===== src/rtl/multicycle_control.sv =====
// Multi-cycle sequencer for the MIPS-subset datapath: walks each instruction
// through IF/ID/EX/MEM/WB and drives enables, mux selects and the ALU op.
module multicycle_control #(
  parameter int unsigned ALUOP_W = 5
) (
  input  logic               clk,
  input  logic               rst,
  input  logic [5:0]         op,
  input  logic               mem_ready,
  input  logic               branch_taken,
  output logic               pc_wr,
  output logic               ir_wr,
  output logic               iord,
  output logic               mem_rd,
  output logic               mem_wr,
  output logic               reg_wr,
  output logic [1:0]         reg_dst,
  output logic [1:0]         mem_to_reg,
  output logic               alu_src_a,
  output logic [1:0]         alu_src_b,
  output logic               ext_op,
  output logic [1:0]         pc_src,
  output logic [ALUOP_W-1:0] alu_op,
  output logic [2:0]         state,
  output logic               instr_done,
  output logic               illegal
);

  typedef enum logic [2:0] {
    S_IF    = 3'd0,
    S_ID    = 3'd1,
    S_EX    = 3'd2,
    S_MEMRD = 3'd3,
    S_MEMWR = 3'd4,
    S_WB    = 3'd5,
    S_BR    = 3'd6,
    S_JMP   = 3'd7
  } state_e;

  localparam logic [ALUOP_W-1:0] ALU_ADD  = ALUOP_W'(5'b00000);
  localparam logic [ALUOP_W-1:0] ALU_SUB  = ALUOP_W'(5'b00001);
  localparam logic [ALUOP_W-1:0] ALU_SLT  = ALUOP_W'(5'b00010);
  localparam logic [ALUOP_W-1:0] ALU_AND  = ALUOP_W'(5'b00011);
  localparam logic [ALUOP_W-1:0] ALU_OR   = ALUOP_W'(5'b00101);
  localparam logic [ALUOP_W-1:0] ALU_XOR  = ALUOP_W'(5'b00110);
  localparam logic [ALUOP_W-1:0] ALU_SLTU = ALUOP_W'(5'b01000);
  localparam logic [ALUOP_W-1:0] ALU_LUI  = ALUOP_W'(5'b01010);
  localparam logic [ALUOP_W-1:0] ALU_FUNC = ALUOP_W'(5'b11111);

  state_e state_q, state_d;

  logic is_rtype, is_alui, is_load, is_store, is_branch, is_jump, is_jal;
  logic is_legal, zero_ext;
  logic [ALUOP_W-1:0] ex_alu_op;

  // Opcode class decode
  always_comb begin
    is_rtype  = (op == 6'b000000);
    is_alui   = (op[5:3] == 3'b001) && (op[2:0] != 3'b000);
    is_load   = (op == 6'b100011) || (op == 6'b100000) || (op == 6'b100100);
    is_store  = (op == 6'b101011) || (op == 6'b101000);
    is_branch = (op == 6'b000001) || (op[5:2] == 4'b0001);
    is_jal    = (op == 6'b000011);
    is_jump   = (op == 6'b000010) || is_jal;
    is_legal  = is_rtype | is_alui | is_load | is_store | is_branch | is_jump;
    zero_ext  = (op == 6'b001100) || (op == 6'b001101) ||
                (op == 6'b001110) || (op == 6'b001111);
  end

  // Execute-stage ALU operation
  always_comb begin
    ex_alu_op = ALU_ADD;
    if (is_rtype) begin
      ex_alu_op = ALU_FUNC;
    end else begin
      case (op)
        6'b001010: ex_alu_op = ALU_SLT;
        6'b001011: ex_alu_op = ALU_SLTU;
        6'b001100: ex_alu_op = ALU_AND;
        6'b001101: ex_alu_op = ALU_OR;
        6'b001110: ex_alu_op = ALU_XOR;
        6'b001111: ex_alu_op = ALU_LUI;
        default:   ex_alu_op = ALU_ADD;
      endcase
    end
  end

  always_ff @(posedge clk) begin
    if (rst) state_q <= S_IF;
    else     state_q <= state_d;
  end

  // Next state and Moore outputs (IF/MEMWR/BR also qualify on handshakes)
  always_comb begin
    state_d    = state_q;
    pc_wr      = 1'b0;
    ir_wr      = 1'b0;
    iord       = 1'b0;
    mem_rd     = 1'b0;
    mem_wr     = 1'b0;
    reg_wr     = 1'b0;
    reg_dst    = 2'd0;
    mem_to_reg = 2'd0;
    alu_src_a  = 1'b0;
    alu_src_b  = 2'd0;
    ext_op     = ~zero_ext;
    pc_src     = 2'd0;
    alu_op     = ALU_ADD;
    state      = 3'(state_q);
    instr_done = 1'b0;
    illegal    = 1'b0;

    case (state_q)
      S_IF: begin
        mem_rd    = 1'b1;
        alu_src_b = 2'd1;
        if (mem_ready) begin
          ir_wr   = 1'b1;
          pc_wr   = 1'b1;
          state_d = S_ID;
        end
      end
      S_ID: begin
        alu_src_b = 2'd3;
        if (is_jump)        state_d = S_JMP;
        else if (is_branch) state_d = S_BR;
        else if (is_legal)  state_d = S_EX;
        else begin
          illegal    = 1'b1;
          instr_done = 1'b1;
          state_d    = S_IF;
        end
      end
      S_EX: begin
        alu_src_a = 1'b1;
        alu_src_b = is_rtype ? 2'd0 : 2'd2;
        alu_op    = ex_alu_op;
        if (is_load)       state_d = S_MEMRD;
        else if (is_store) state_d = S_MEMWR;
        else               state_d = S_WB;
      end
      S_MEMRD: begin
        mem_rd = 1'b1;
        iord   = 1'b1;
        if (mem_ready) state_d = S_WB;
      end
      S_MEMWR: begin
        mem_wr = 1'b1;
        iord   = 1'b1;
        if (mem_ready) begin
          instr_done = 1'b1;
          state_d    = S_IF;
        end
      end
      S_WB: begin
        reg_wr     = 1'b1;
        instr_done = 1'b1;
        reg_dst    = is_rtype ? 2'd1 : 2'd0;
        mem_to_reg = is_load ? 2'd1 : 2'd0;
        state_d    = S_IF;
      end
      S_BR: begin
        alu_src_a  = 1'b1;
        alu_op     = ALU_SUB;
        pc_src     = 2'd1;
        pc_wr      = branch_taken;
        instr_done = 1'b1;
        state_d    = S_IF;
      end
      S_JMP: begin
        pc_wr      = 1'b1;
        pc_src     = 2'd2;
        instr_done = 1'b1;
        if (is_jal) begin
          reg_wr     = 1'b1;
          reg_dst    = 2'd2;
          mem_to_reg = 2'd2;
        end
        state_d = S_IF;
      end
      default: state_d = S_IF;
    endcase

    // Reset aborts the instruction and silences every output
    if (rst) begin
      state_d    = S_IF;
      pc_wr      = 1'b0;
      ir_wr      = 1'b0;
      iord       = 1'b0;
      mem_rd     = 1'b0;
      mem_wr     = 1'b0;
      reg_wr     = 1'b0;
      reg_dst    = 2'd0;
      mem_to_reg = 2'd0;
      alu_src_a  = 1'b0;
      alu_src_b  = 2'd0;
      ext_op     = 1'b0;
      pc_src     = 2'd0;
      alu_op     = ALU_ADD;
      state      = 3'd0;
      instr_done = 1'b0;
      illegal    = 1'b0;
    end
  end

endmodule


===== config.mk =====
export PLATFORM = sky130hd
export DESIGN_NAME = multicycle_control
export DESIGN_NICKNAME = d
export VERILOG_FILES = /design/src/rtl/multicycle_control.sv
export SDC_FILE = /design/constraint.sdc
export NUM_CORES = 1
export LEC_CHECK = 0
export ABC_AREA = 0
export CORE_ASPECT_RATIO = 0.75
export CORE_UTILIZATION = 25
export CTS_BUF_LIST = sky130_fd_sc_hd__clkbuf_4 sky130_fd_sc_hd__clkbuf_8 sky130_fd_sc_hd__clkbuf_16
export DETAILED_ROUTE_END_ITERATION = 12
export GPL_TIMING_DRIVEN = 0
export SLEW_MARGIN = 30
export SYNTH_ARGS = -nofsm -noshare
export SYNTH_HDL_FRONTEND = slang
export SYNTH_SLANG_ARGS = --single-unit

===== constraint.sdc =====
create_clock -name clk -period 2.5 [get_ports clk]
set_input_delay 0.625 -clock clk [delete_from_list [all_inputs] [get_ports clk]]
set_output_delay 0.625 -clock clk [all_outputs]
set_load 0.005 [all_outputs]

Word-level counts from Yosys, hierarchy flattened
Cells that the tools add are included.
{ "word_totals": {"regBits": 3, "input_bits": 10} }
{ "op_classes": {"n_eq_ne": 26, "n_mux": 50, "bitwise_logic": 6, "n_reduce_logical": 17} }
{ "op_table": {"columns": ["operator", "count"], "rows": [
  ["equality test 6 x 4 -> 1 bit, second input constant", 6],
  ["equality test 6 bit, second input constant", 5],
  ["two-way mux 1 bit", 24],
  ["case mux 4 bit (6 select lines)", 1],
  ["two-way mux 3 bit", 7],
  ["case mux 3 bit (6 select lines)", 1],
  ["two-way mux 2 bit", 7],
  ["equality test 3 bit, second input constant", 4],
  ["equality test 6 x 2 -> 1 bit, second input constant", 2],
  ["case mux 2 bit (2 select lines)", 3],
  ["two-way mux 5 bit", 2],
  ["case mux 5 bit (2 select lines)", 1],
  ["logical OR 1 bit", 8],
  ["equality test 3 x 1 -> 1 bit, second input constant", 2],
  ["equality test 3 x 2 -> 1 bit, second input constant", 2],
  ["equality test 6 x 1 -> 1 bit, second input constant", 1],
  ["zero test 6 bit", 1],
  ["inequality test 2 bit, second input constant", 3],
  ["case mux 1 bit (3 select lines)", 2],
  ["case mux 2 bit (3 select lines)", 1],
  ["OR reduction 2 bit", 3],
  ["bitwise OR 1 bit", 5],
  ["equality test 4 x 1 -> 1 bit, second input constant", 1],
  ["zero test 3 bit", 1],
  ["other kinds (6)", 6]
]} }

Depth between registers and ports, before layout
{ "logic_depth": {"ltp_word": 12, "depth_mapped": 6, "mapped_depth_nobuf": 5} }

Worst setup path before layout
No wires, ideal clock.
{ "synth_timing": {"path_type": "in2out", "start": "input rst", "end": "output alu_op[1]", "arrival_time_ns": 1.701, "t_required_ns": 1.875, "path_slack_ns": 0.174, "cell_stages": 5, "path_buffers": 2, "path_cell_list": "buf_6 -> or2_1 -> buf_6 -> or4_4 -> a21oi_1"} }
{ "synth_between": {"elab_chain_len": 1} }
{ "synth_lines": {"columns": ["item", "line_no", "rtl"], "rows": [
  ["start, declared", "7", "input logic rst,"],
  ["two-way mux 5 bit", "185", "if (rst) begin"],
  ["end, declared", "23", "output logic [ALUOP_W-1:0] alu_op,"]
]} }
Every way passes these cells.

Worst setup path in the final report
{ "layout_timing": {"start": "input op[2]", "end": "output instr_done"} }
{ "layout_between": {"elab_chain_len": 12} }
{ "layout_lines": {"columns": ["item", "line_no", "rtl"], "rows": [
  ["start, declared", "8", "input logic [5:0] op,"],
  ["equality test 6 bit / nonzero test 3 bit (equally long branches)", "60, 59", null],
  ["logical OR 1 bit / logical AND 1 bit (equally long branches)", "60, 59", null],
  ["logical OR 1 bit / bitwise OR 1 bit (equally long branches)", "60, 65", null],
  ["bitwise OR 1 bit (4 in a row)", "65", "is_legal = is_rtype | is_alui | is_load | is_store | is_branch | is_jump;"],
  ["two-way mux 1 bit", "127", "else if (is_legal) state_d = S_EX;"],
  ["two-way mux 1 bit", "126", "else if (is_branch) state_d = S_BR;"],
  ["two-way mux 1 bit *", "125", "if (is_jump) state_d = S_JMP;"],
  ["case mux 1 bit (3 select lines) *", "113", "case (state_q)"],
  ["two-way mux 1 bit *", "185", null],
  ["end, declared", "25", "output logic instr_done,"]
]} }
Every way passes the cells marked *; elsewhere a longest branch is shown, timed or not.

==> summary.md <==
| Metric | Value |
|---|---|
| Share of layout cells above drive strength 1 | a little under half |
| Initial antenna violation count | 0 |
| Worst vdd ir | 0.245 mV |
| PnR Total Power | 0.000323 W |
| Worst setup SP type | input port |
| Largest net degree at the start of global routing | 11 |
| RSZ-0062 raised after global routing | yes |
| Synth area leaders | nor2_1, dfxtp_1, o41ai_1, nand2_1, nand2b_1 |
| DR iter-0 viols | 52 |
| Hold buffer count at cts | 0 |
| Max Clk Rate | 0.396 GHz |
| DP Area | roughly 1000 µm² |
| Max Cap Viol | 0 |
| Chip height | roughly 45 µm |
| CTS buffer count | 3 |
| Layout Cells excl Fill | just under 200 |
| First-pass GRT wire length | 3.88 mm |
| Final setup fails | 1 |
| Peak fanout along the critical path | 4 |
| DRC | 0 |
| Vias in the first global route | 893 |
| Most instantiated library cell after synthesis | nor2_1 |
| CP most frequent cell | buf_6 |
| Core Area | ~2300 µm² |
| Via count | 1006 |
| Slew HR | 72.1% |
| Pre-antenna DRT Iters | 4 |
| Antenna Nets Post-Route | 0 |
| Pwr Density | 241 nW/µm² |
| Clk pwr share | roughly 29% |
| Hold Crit Depth | 2 |
| RR Startpoint | state_q[2] |
| Hold wc startpoint | state_q[1] |
| Clock Root Buffer | clkbuf_4 |
| Synth-to-layout area growth | 116% |
| Gate Count Post-Synth | 103 |
| Worst min path class | flop to flop |
| Biggest regs | state_q: 3 flops |
| Number of synthesized flops with an enable pin | 0 |
| FF+latch count, synth | 3 |
| Ant diodes | 0 |
| Worst-case reg-to-reg path depth | 3 |
| Library cells used by synthesis | 32 |
| Critical Path RT | 1.88 ns |
| Pins over their slew limit | 0 |
| Fin nets | 176 |
| Worst r2r dst | state_q[2] |
| P_int | roughly 0.00021 W |
| Sw Ratio | 33.5% |
| Seq pwr share | 17.5% |
| Comb power frac | 53.7% |
| Syn. warnings | 0 |
| CP Class | input port to output port |
| Placer Congestion | 0.816 |
| Most flop-heavy register | state_q |
| Row cnt | 15 |
| Worst-Margin Slew | 0.418 ns |
| Detailed-route wire length | 2.66 mm |
| Crit. End Element | output port |
| Syn nets | 113 |
| CP peak stage delay | 0.34 ns |
| Initial Util | between 20% and 30% |
| I/O Buffers | 34 |
| Clock latency on the worst-skew pair | 0.23 ns |
| Failing checks | negative setup slack |
| Slowest CP cell | a221oi_2 |
| P_leak | roughly 0.64 nW |
| Placed insts | about 170 |
| Fillers | 230 |
| DR WL/cell | 13.4 µm |
| P_sw | 0.000108 W |
| Synth cell count leaders | nor2_1, nand2_1, a21oi_1 |
| Status | finished with violations |
| Max FFs per register | 3 |
| HPWL Detailed | 1.60 mm |
| Total GRT Usage | a little under a fifth |
| Final hold vios | 0 |
| Avg Cell Area, Syn | approximately 6.0 µm² |
| Min Clock Period, post-route | between 2 and 3 ns |
| Sequential area share after synthesis | 9.66% |
| CP arrival | 1.90 ns |
| Vias per cell | 5.06 |
| Clk slew on worst S/H paths | 0.04 ns |
| Worst slack at placement | -0.858 ns |
| Hold path endpoint | state_q[2] |
| Synthesized cell area | roughly 620 µm² |
| Global route overflow | 0 |
| Sink Count | 3 |
| H-tree Lvls | 1 |
| Fin crit share | 101% |
| Post-synth ARST share | 0% |
| Critical-path cell list | buf_6, buf_6, a221o_1, a221oi_2, buf_4, o311ai_2, buf_2 |
| Max Clock Skew | 0.000620 ns |
| Clock Tree Buf Depth | 2 |
| Die width | a little under 60 µm |
| CTS tree | done |
| Die ar. | approximately 2700 µm² |
| Top cell type's share of synthesized area | ~11% |
| Largest area contributor in the netlist | nor2_1 |
| PnR worst setup slack | -0.0232 ns |
| I/O pin count | 36 |
| Top FF cell, synth | dfxtp_1 |
| Flop2flop setup slack | 1.17 ns |
| Design Area, Final | between 1000 and 1500 µm² |
-- worst max-delay path: cells and delay by family --
family,cells,cell delay [ns]
AO/OA/AOI/OAI,3,0.74
buffers and inverters,4,0.54
-- through the flow --
step	TNS, ns	util, %	hold slack, ns
2_1_floorplan	0	-	0.641
4_1_cts	-0.0806	51.4	0.609
5_1_grt	-0.0629	57.6	0.627
3_5_place_dp	-10.15	43.2	0.728
6_report	-0.0232	57.6	0.578
3_3_place_gp	-10.15	43.2	0.721
-- final cells by class --
type	instances	area (µm²)	share of cell area, %
plain buffers	10	97.6	7.28
clock buffers	4	30.0	2.24
inverters	3	11.3	0.840
multi-input cells	86	593	44.2
flip-flops and latches	3	62.6	4.66
well taps	34	42.5	3.17
repair buffers	59	504	37.6
-- timing repair --
item | CTS | global route
endpoints found under the hold margin | 0 | 0
endpoints found under the setup margin | 17 | 14
pin swaps | 12 | 8
gates resized for setup | 92 | 24
setup buffers | 17 | 10
-- cell usage in the layout, fill, tap and decap left out, types with 3 or more instances in the layout --
cell and n:
nand3_1 3, nand2_1 10, clkdlybuf4s50_1 12, a21oi_1 3, clkbuf_2 3, inv_1 3
a21oi_2 4, o21ai_0 3, dlygate4sd2_1 4, nor2_1 16, buf_2 9, clkbuf_4 5
nand2b_1 5, o41ai_1 4, buf_4 24, buf_6 8, nor3_1 5
-- worst max path at each step --
stage | start | to | slack (ns) | cells past startpoint
floorplan | rst | alu_op[1] | 0.17 | 5
global placement | op[3] | reg_dst[1] | -0.86 | 7
detailed placement | op[3] | reg_dst[1] | -0.86 | 7
CTS | rst | mem_to_reg[0] | -0.07 | 7
global route | op[2] | instr_done | -0.05 | 7
finish | op[2] | instr_done | -0.02 | 7
-- metal layers --
| layer | vias up | global-route usage, % | share of wire, % |
|---|---|---|---|
| met4 | 0 | 5.12 | 0.53 |
| li1 | 496 | - | - |
| met2 | 35 | 31.0 | 50 |
| met5 | - | 0 | 0 |
| met1 | 473 | 26.0 | 43 |
| met3 | 2 | 2.29 | 6.2 |
-- power groups by stage --
stage	sequential, W	clock (W)	combinational, W
after floorplan	0.0000536	0	0.0000669
after global placement	0.0000547	0	0.000121
after detailed placement	0.0000547	0	0.000121
after CTS	0.0000553	0.0000989	0.000140
after global routing	0.0000565	0.000104	0.000185
final	0.0000565	0.0000931	0.000174
-- cells by family (layout without fill, tap and decap cells) --
| family | after synthesis | in the layout | share of synthesized area (%) |
|---|---|---|---|
| flip-flops | 3 | 3 | 9.66 |
| buffers and inverters | 14 | 76 | 11.9 |
| AO/OA/AOI/OAI | 26 | 26 | 30.2 |
| AND/OR/NAND/NOR | 59 | 59 | 46.9 |
| XOR/XNOR | 1 | 1 | 1.41 |
No activity file was read; power rests on OpenSTA's default activity.
